`src/rtl/mask_unit_xbar_pkg.sv`:
```
// rtl/mask_unit_xbar_pkg.sv - shared widths, helpers and request types for the mask-unit read crossbar
package mask_unit_xbar_pkg;

    localparam int DEF_INPUTS   = 4;
    localparam int DEF_LANES    = 4;
    localparam int DEF_VS_W     = 5;
    localparam int DEF_OFFSET_W = 5;
    localparam int DEF_DOFF_W   = 2;

    // Index width that never collapses to zero bits, even for a single-entry range.
    function automatic int clog2_min1(input int n);
        return (n <= 1) ? 1 : $clog2(n);
    endfunction

    localparam int DEF_LANE_W = clog2_min1(DEF_LANES);
    localparam int DEF_IDX_W  = clog2_min1(DEF_INPUTS);

    typedef struct packed {
        logic [DEF_VS_W-1:0]     vs;
        logic [DEF_OFFSET_W-1:0] offset;
        logic [DEF_LANE_W-1:0]   readLane;
        logic [DEF_DOFF_W-1:0]   dataOffset;
    } read_req_t;

    typedef struct packed {
        logic [DEF_VS_W-1:0]     vs;
        logic [DEF_OFFSET_W-1:0] offset;
        logic [DEF_IDX_W-1:0]    writeIndex;
        logic [DEF_DOFF_W-1:0]   dataOffset;
    } lane_req_t;

endpackage

```
`src/rtl/mask_unit_read_crossbar_rr_arbiter.sv`:
```
// rtl/mask_unit_read_crossbar_rr_arbiter.sv - cyclic priority arbiter: first request at or after ptr wins
module rr_arbiter
    import mask_unit_xbar_pkg::*;
#(
    parameter int N     = 4,
    parameter int IDX_W = clog2_min1(N)
) (
    input  logic [N-1:0]     req,
    input  logic [IDX_W-1:0] ptr,
    output logic [N-1:0]     grant,
    output logic [IDX_W-1:0] grantIdx,
    output logic             anyGrant
);

    logic [IDX_W-1:0] hiIdx;
    logic [IDX_W-1:0] loIdx;
    logic             hiFound;
    logic             loFound;

    // Lowest requester at or above ptr takes precedence; otherwise wrap to the lowest overall.
    always_comb begin
        hiIdx   = '0;
        loIdx   = '0;
        hiFound = 1'b0;
        loFound = 1'b0;
        for (int i = N - 1; i >= 0; i--) begin
            if (req[i]) begin
                loIdx   = IDX_W'(i);
                loFound = 1'b1;
                if (IDX_W'(i) >= ptr) begin
                    hiIdx   = IDX_W'(i);
                    hiFound = 1'b1;
                end
            end
        end
    end

    always_comb begin
        grantIdx = hiFound ? hiIdx : loIdx;
        anyGrant = loFound;
        grant    = '0;
        for (int i = 0; i < N; i++) begin
            grant[i] = anyGrant && (grantIdx == IDX_W'(i));
        end
    end

endmodule

```
`src/rtl/mask_unit_read_crossbar_rr.sv`:
```
// rtl/mask_unit_read_crossbar_rr.sv - registered round-robin crossbar from mask-unit read requesters to lane read ports
module mask_unit_read_crossbar_rr
    import mask_unit_xbar_pkg::*;
#(
    parameter int INPUTS   = DEF_INPUTS,
    parameter int LANES    = DEF_LANES,
    parameter int VS_W     = DEF_VS_W,
    parameter int OFFSET_W = DEF_OFFSET_W,
    parameter int DOFF_W   = DEF_DOFF_W,
    parameter int LANE_W   = clog2_min1(LANES),
    parameter int IDX_W    = clog2_min1(INPUTS)
) (
    input  logic                       clock,
    input  logic                       reset,
    input  logic [INPUTS-1:0]          in_valid,
    output logic [INPUTS-1:0]          in_ready,
    input  logic [INPUTS*VS_W-1:0]     in_vs,
    input  logic [INPUTS*OFFSET_W-1:0] in_offset,
    input  logic [INPUTS*LANE_W-1:0]   in_readLane,
    input  logic [INPUTS*DOFF_W-1:0]   in_dataOffset,
    output logic [LANES-1:0]           out_valid,
    input  logic [LANES-1:0]           out_ready,
    output logic [LANES*VS_W-1:0]      out_vs,
    output logic [LANES*OFFSET_W-1:0]  out_offset,
    output logic [LANES*IDX_W-1:0]     out_writeIndex,
    output logic [LANES*DOFF_W-1:0]    out_dataOffset,
    output logic                       out_busy
);

    logic [VS_W-1:0]     inVs     [INPUTS];
    logic [OFFSET_W-1:0] inOffset [INPUTS];
    logic [LANE_W-1:0]   inLane   [INPUTS];
    logic [DOFF_W-1:0]   inDoff   [INPUTS];

    logic [INPUTS-1:0]   laneReq   [LANES];
    logic [INPUTS-1:0]   laneGrant [LANES];
    logic [IDX_W-1:0]    grantIdx  [LANES];
    logic [LANES-1:0]    anyGrant;
    logic [LANES-1:0]    slotFree;
    logic [LANES-1:0]    fire;

    logic [VS_W-1:0]     selVs     [LANES];
    logic [OFFSET_W-1:0] selOffset [LANES];
    logic [DOFF_W-1:0]   selDoff   [LANES];

    logic [LANES-1:0]    outValidQ;
    logic [VS_W-1:0]     outVsQ     [LANES];
    logic [OFFSET_W-1:0] outOffsetQ [LANES];
    logic [IDX_W-1:0]    outIdxQ    [LANES];
    logic [DOFF_W-1:0]   outDoffQ   [LANES];
    logic [IDX_W-1:0]    ptrQ       [LANES];

    always_comb begin
        for (int i = 0; i < INPUTS; i++) begin
            inVs[i]     = in_vs[i*VS_W +: VS_W];
            inOffset[i] = in_offset[i*OFFSET_W +: OFFSET_W];
            inLane[i]   = in_readLane[i*LANE_W +: LANE_W];
            inDoff[i]   = in_dataOffset[i*DOFF_W +: DOFF_W];
        end
    end

    // A readLane beyond LANES-1 matches no lane, so such a request simply never gets ready.
    always_comb begin
        for (int l = 0; l < LANES; l++) begin
            laneReq[l] = '0;
            for (int i = 0; i < INPUTS; i++) begin
                laneReq[l][i] = in_valid[i] && (inLane[i] == LANE_W'(l));
            end
        end
    end

    for (genvar l = 0; l < LANES; l++) begin : g_lane
        rr_arbiter #(
            .N     (INPUTS),
            .IDX_W (IDX_W)
        ) u_arb (
            .req      (laneReq[l]),
            .ptr      (ptrQ[l]),
            .grant    (laneGrant[l]),
            .grantIdx (grantIdx[l]),
            .anyGrant (anyGrant[l])
        );
    end

    always_comb begin
        in_ready = '0;
        for (int l = 0; l < LANES; l++) begin
            slotFree[l]  = !outValidQ[l] || out_ready[l];
            fire[l]      = anyGrant[l] && slotFree[l] && !reset;
            selVs[l]     = '0;
            selOffset[l] = '0;
            selDoff[l]   = '0;
            for (int i = 0; i < INPUTS; i++) begin
                if (laneGrant[l][i]) begin
                    selVs[l]     = inVs[i];
                    selOffset[l] = inOffset[i];
                    selDoff[l]   = inDoff[i];
                end
            end
            if (slotFree[l] && !reset) begin
                in_ready = in_ready | laneGrant[l];
            end
        end
    end

    // Fill wins over drain, which is what lets a lane refill in the cycle it empties.
    always_ff @(posedge clock) begin
        if (reset) begin
            outValidQ <= '0;
            for (int l = 0; l < LANES; l++) begin
                outVsQ[l]     <= '0;
                outOffsetQ[l] <= '0;
                outIdxQ[l]    <= '0;
                outDoffQ[l]   <= '0;
                ptrQ[l]       <= '0;
            end
        end else begin
            for (int l = 0; l < LANES; l++) begin
                if (fire[l]) begin
                    outValidQ[l]  <= 1'b1;
                    outVsQ[l]     <= selVs[l];
                    outOffsetQ[l] <= selOffset[l];
                    outIdxQ[l]    <= grantIdx[l];
                    outDoffQ[l]   <= selDoff[l];
                    ptrQ[l]       <= (grantIdx[l] == IDX_W'(INPUTS - 1)) ? '0
                                                                        : grantIdx[l] + IDX_W'(1);
                end else if (out_ready[l]) begin
                    outValidQ[l] <= 1'b0;
                end
            end
        end
    end

    always_comb begin
        out_valid = outValidQ;
        out_busy  = |outValidQ;
        for (int l = 0; l < LANES; l++) begin
            out_vs[l*VS_W +: VS_W]               = outVsQ[l];
            out_offset[l*OFFSET_W +: OFFSET_W]   = outOffsetQ[l];
            out_writeIndex[l*IDX_W +: IDX_W]     = outIdxQ[l];
            out_dataOffset[l*DOFF_W +: DOFF_W]   = outDoffQ[l];
        end
    end

endmodule

```
`config.mk`:
```
export PLATFORM = sky130hd
export DESIGN_NAME = mask_unit_read_crossbar_rr
export DESIGN_NICKNAME = d
export VERILOG_FILES = /design/src/rtl/mask_unit_xbar_pkg.sv /design/src/rtl/mask_unit_read_crossbar_rr_arbiter.sv /design/src/rtl/mask_unit_read_crossbar_rr.sv
export SDC_FILE = /design/constraint.sdc
export NUM_CORES = 1
export LEC_CHECK = 0
export CELL_PAD_IN_SITES_DETAIL_PLACEMENT = 1
export CELL_PAD_IN_SITES_GLOBAL_PLACEMENT = 2
export CORE_UTILIZATION = 31
export DETAILED_ROUTE_END_ITERATION = 8
export GPL_TIMING_DRIVEN = 0
export PLACE_DENSITY = 0.87
export SETUP_SLACK_MARGIN = 0.2
export SLEW_MARGIN = 20
export SYNTH_ARGS = -nofsm -noshare
export SYNTH_HDL_FRONTEND = slang
export SYNTH_SLANG_ARGS = --single-unit
export TNS_END_PERCENT = 20
```
`constraint.sdc`:
```
create_clock -name clock -period 8.1 [get_ports clock]
set_input_delay 1.62 -clock clock [delete_from_list [all_inputs] [get_ports clock]]
set_output_delay 1.62 -clock clock [all_outputs]
set_load 0.02 [all_outputs]
```
==> metrics.log <==
[metrics] outcome: finished, violations left
[metrics] failing checks: DRC
[metrics] clock sink total: 68
[metrics] hold slack: 0.646 ns
[metrics] Horiz. Die Dim: 126 um
[metrics] setup clock skew after layout: 0.00706 ns
[metrics] core area: 14700 um2
[metrics] cell types with the largest area share after synthesis: edfxtp_1 (41%), nand2_1 (6.4%), o22ai_1 (5.7%)
[metrics] clock latency reported for the late side of the worst-skew pair: 0.35 ns
[metrics] fin. max-slew vios: 0
[metrics] sequential share of the synthesized area: 42.2%
[metrics] Final Power: 1.18 mW
[metrics] H-tree levels: 3
[metrics] crit path DAT: 5.23 ns
[metrics] total gr overflow: 0
[metrics] filler cell count: 1704
[metrics] slew of the pin with the lowest slew margin: 0.626 ns
[metrics] required arrival time at the worst endpoint: 6.48 ns
[metrics] number of inserted diodes: 0
[metrics] WS Path Type: input pin to output port
[metrics] global-route wire length before repair: 28.8 mm
[metrics] Port-buffer cells: 127
[metrics] sum of net half-perimeters after detailed placement: 14.9 mm
[metrics] Yosys warning count: 0
[metrics] Crit. End Element: output port
[metrics] class of the tightest hold or removal check: flip-flop to flip-flop
[metrics] CTS root buffer: clkbuf_16
[metrics] Setup-failing EPs final: 0
[metrics] count of different cell masters after synthesis: 55
[metrics] count of final hold-check violations: 0
[metrics] CP Buf/Inv Count: 3
[metrics] leakage: 2.36 nW
[metrics] EDFF count, synth: 64
[metrics] top fanout value on the critical path: 10
[metrics] Power Density: 182 nW/um2
[metrics] CTS Buffer Depth: 2
[metrics] ANT nets after route: 0
[metrics] syn_area_per_cell: 8.99 um2
[metrics] die area: 15800 um2
[metrics] Final Wtd Congestion: 0.870
[metrics] I/O pin count: 131
[metrics] Clock transition at path regs: 0.06 ns
[metrics] placement row count: 44
[metrics] syn_nets: 609
[metrics] cell occurring most often along the worst timing path: clkdlybuf4s50_1
[metrics] postcts setup bufs: 0
[metrics] fin crit share: 84.6%
[metrics] Max rail drop VDD: 106 uV
[metrics] startpoint class of the critical path: input pin
[metrics] post-CTS sizing: 0
[metrics] max-slew headroom at the worst pin: 58.0%
[metrics] setup repair after global routing missed its margin: no
[metrics] CTS tree: yes
[metrics] Pre-antenna DRT Iters: 7
[metrics] kind of cell adding the most delay to the critical path: buffers and inverters
[metrics] Async SR Flop Fraction: 0%
[metrics] die outline height: 126 um
[metrics] area taken by multi-input logic gates: 2530 um2
[metrics] Vias/cell: 5.59
[metrics] via count of the first global-routing pass: 4785
[metrics] Setup TNS Final: 0 ns
[metrics] worst setup slack after layout: 1.25 ns
[metrics] portion of synthesized cell area occupied by the leading cell type: 40.5%
[metrics] routed wire length: 18.7 mm
[metrics] number of cells produced by synthesis: 527
[metrics] pin count of the biggest net entering global routing: 17
[metrics] Sequential Area: 2000 um2
[metrics] initial cell density of the core: 32.2%
[metrics] Synth Flop Type: edfxtp_1
[metrics] total of max-cap violations: 0
[metrics] synthesis-to-layout area growth: 37.0%
[metrics] # nets final: 747
[metrics] antenna violations before repair: 0
[metrics] most used standard cell by instance count after synthesis: nand2_1
[metrics] vias after detailed routing: 4772
[metrics] CTS buffer count: 9
[metrics] DRC marker count from the first detailed-route iteration: 315
[metrics] routed wire length per instance: 21.9 um
[metrics] synthesized cell area: 4740 um2
[metrics] ratio of cells with drive above 1 in the final layout: 7.17%
[metrics] number of storage elements in the synthesis netlist: 68
[metrics] most instantiated cells after synthesis: nand2_1 (81), edfxtp_1 (64), nor2_1 (61), o22ai_1 (43), o21ai_0 (40)
[metrics] shortest clock period the worst path allows after layout: 6.85 ns
[metrics] pre-CTS worst setup slack: 1.23 ns
[metrics] total of hold buffers inserted after clock tree synthesis: 0
[metrics] largest area contributor in the synthesized netlist: edfxtp_1
[metrics] gr usage total: 24.4%
[metrics] highest attainable clock frequency: 146 MHz
[metrics] DRC errors left: 6
[metrics] largest stage delay on the critical path: 0.65 ns
[metrics] CP max-delay cell: clkdlybuf4s50_1
[metrics] list of cells traversed by the critical path: clkdlybuf4s50_1 > nor3b_1 > o22ai_1 > and2_1 > nor3_1 > ha_1 > clkbuf_1 > nand3b_1 > o2111ai_1 > clkdlybuf4s50_1
-- worst paths after layout --
| check | from | endpoint | slack [ns] | cells past startpoint |
|---|---|---|---|---|
| max reg2reg | ptrQ[1][0] | outOffsetQ[1][3] | 5.23 | 10 |
| min | out_valid[3] | out_valid[3] | 0.65 | 3 |
| min reg2reg | out_valid[3] | out_valid[3] | 0.65 | 3 |
| max | in_valid[3] | in_ready[1] | 1.25 | 10 |
-- metrics by stage --
stage                     area [um2]  util [%]  cells
after floorplan                 4740         -    527
after global placement          6240      42.5    838
after detailed placement        6240      42.5    838
after CTS                       6490      44.2    853
after global routing            6490      44.2    853
final                           6490      44.2    853
-- power by group --
group / internal, mW / total (mW) / switching (mW)
Combinational: 0.163 / 0.391 / 0.228
Sequential: 0.431 / 0.446 / 0.0153
Clock: 0.202 / 0.347 / 0.145
-- cell usage in the layout (no fill, tap or decap), types with 8 or more instances in the layout --
cell type        count
nand3b_1            20
nor3_2               8
ha_1                16
o21ai_0             40
o22ai_1             43
clkbuf_1            23
inv_1               13
nand2_1             81
o221ai_1            11
clkbuf_16            9
edfxtp_1            64
a221o_1             11
clkdlybuf4s50_1    127
and3b_1             10
nor2_1              61
nor3_1              33
-- layout make-up --
class | instances | area share [%]
Buffer | 34 | 2.49
Clock buffer | 11 | 3.59
Clock inverter | 4 | 0.270
Inverter | 13 | 0.752
Multi-Input combinational cell | 412 | 38.9
Sequential cell | 68 | 30.8
Tap cell | 184 | 3.55
Timing Repair Buffer | 127 | 19.6
-- registers in the layout, summed over array words and instances (netlist names) --
register and count:
outDoffQ 8, outIdxQ 8, outOffsetQ 20, outVsQ 20, out_valid 4, ptrQ 8
-- cells by family (layout without fill, tap and decap cells) --
logic type / count (synthesis) / count (layout) / synth area share, %
buffers and inverters: 47 / 189 / 4.44
and+or+nand+nor: 263 / 263 / 29.0
AOI/OAI and AO/OA: 132 / 132 / 19.9
muxes: 1 / 1 / 0.238
adders and majority gates: 16 / 16 / 4.22
DFF: 68 / 68 / 42.2
-- routing by layer --
metal  part of all wire, %  track usage, %
met2                    45            37.8
met1                    48            34.7
met5                     0               0
met3                   4.9            2.93
met4                   2.1            9.40
-- worst register-to-register path, stage by stage (launching register included) --
cell and delay [ns]:
edfxtp_1 0.43, nand2b_1 0.10, a21oi_1 0.06, o21ai_0 0.46
inv_1 0.16, ha_1 0.29, or2_2 0.36, clkbuf_1 0.24
a221o_1 0.33, o221ai_1 0.08, nor2_1 0.09
No activity file was read; power rests on OpenSTA's default activity.
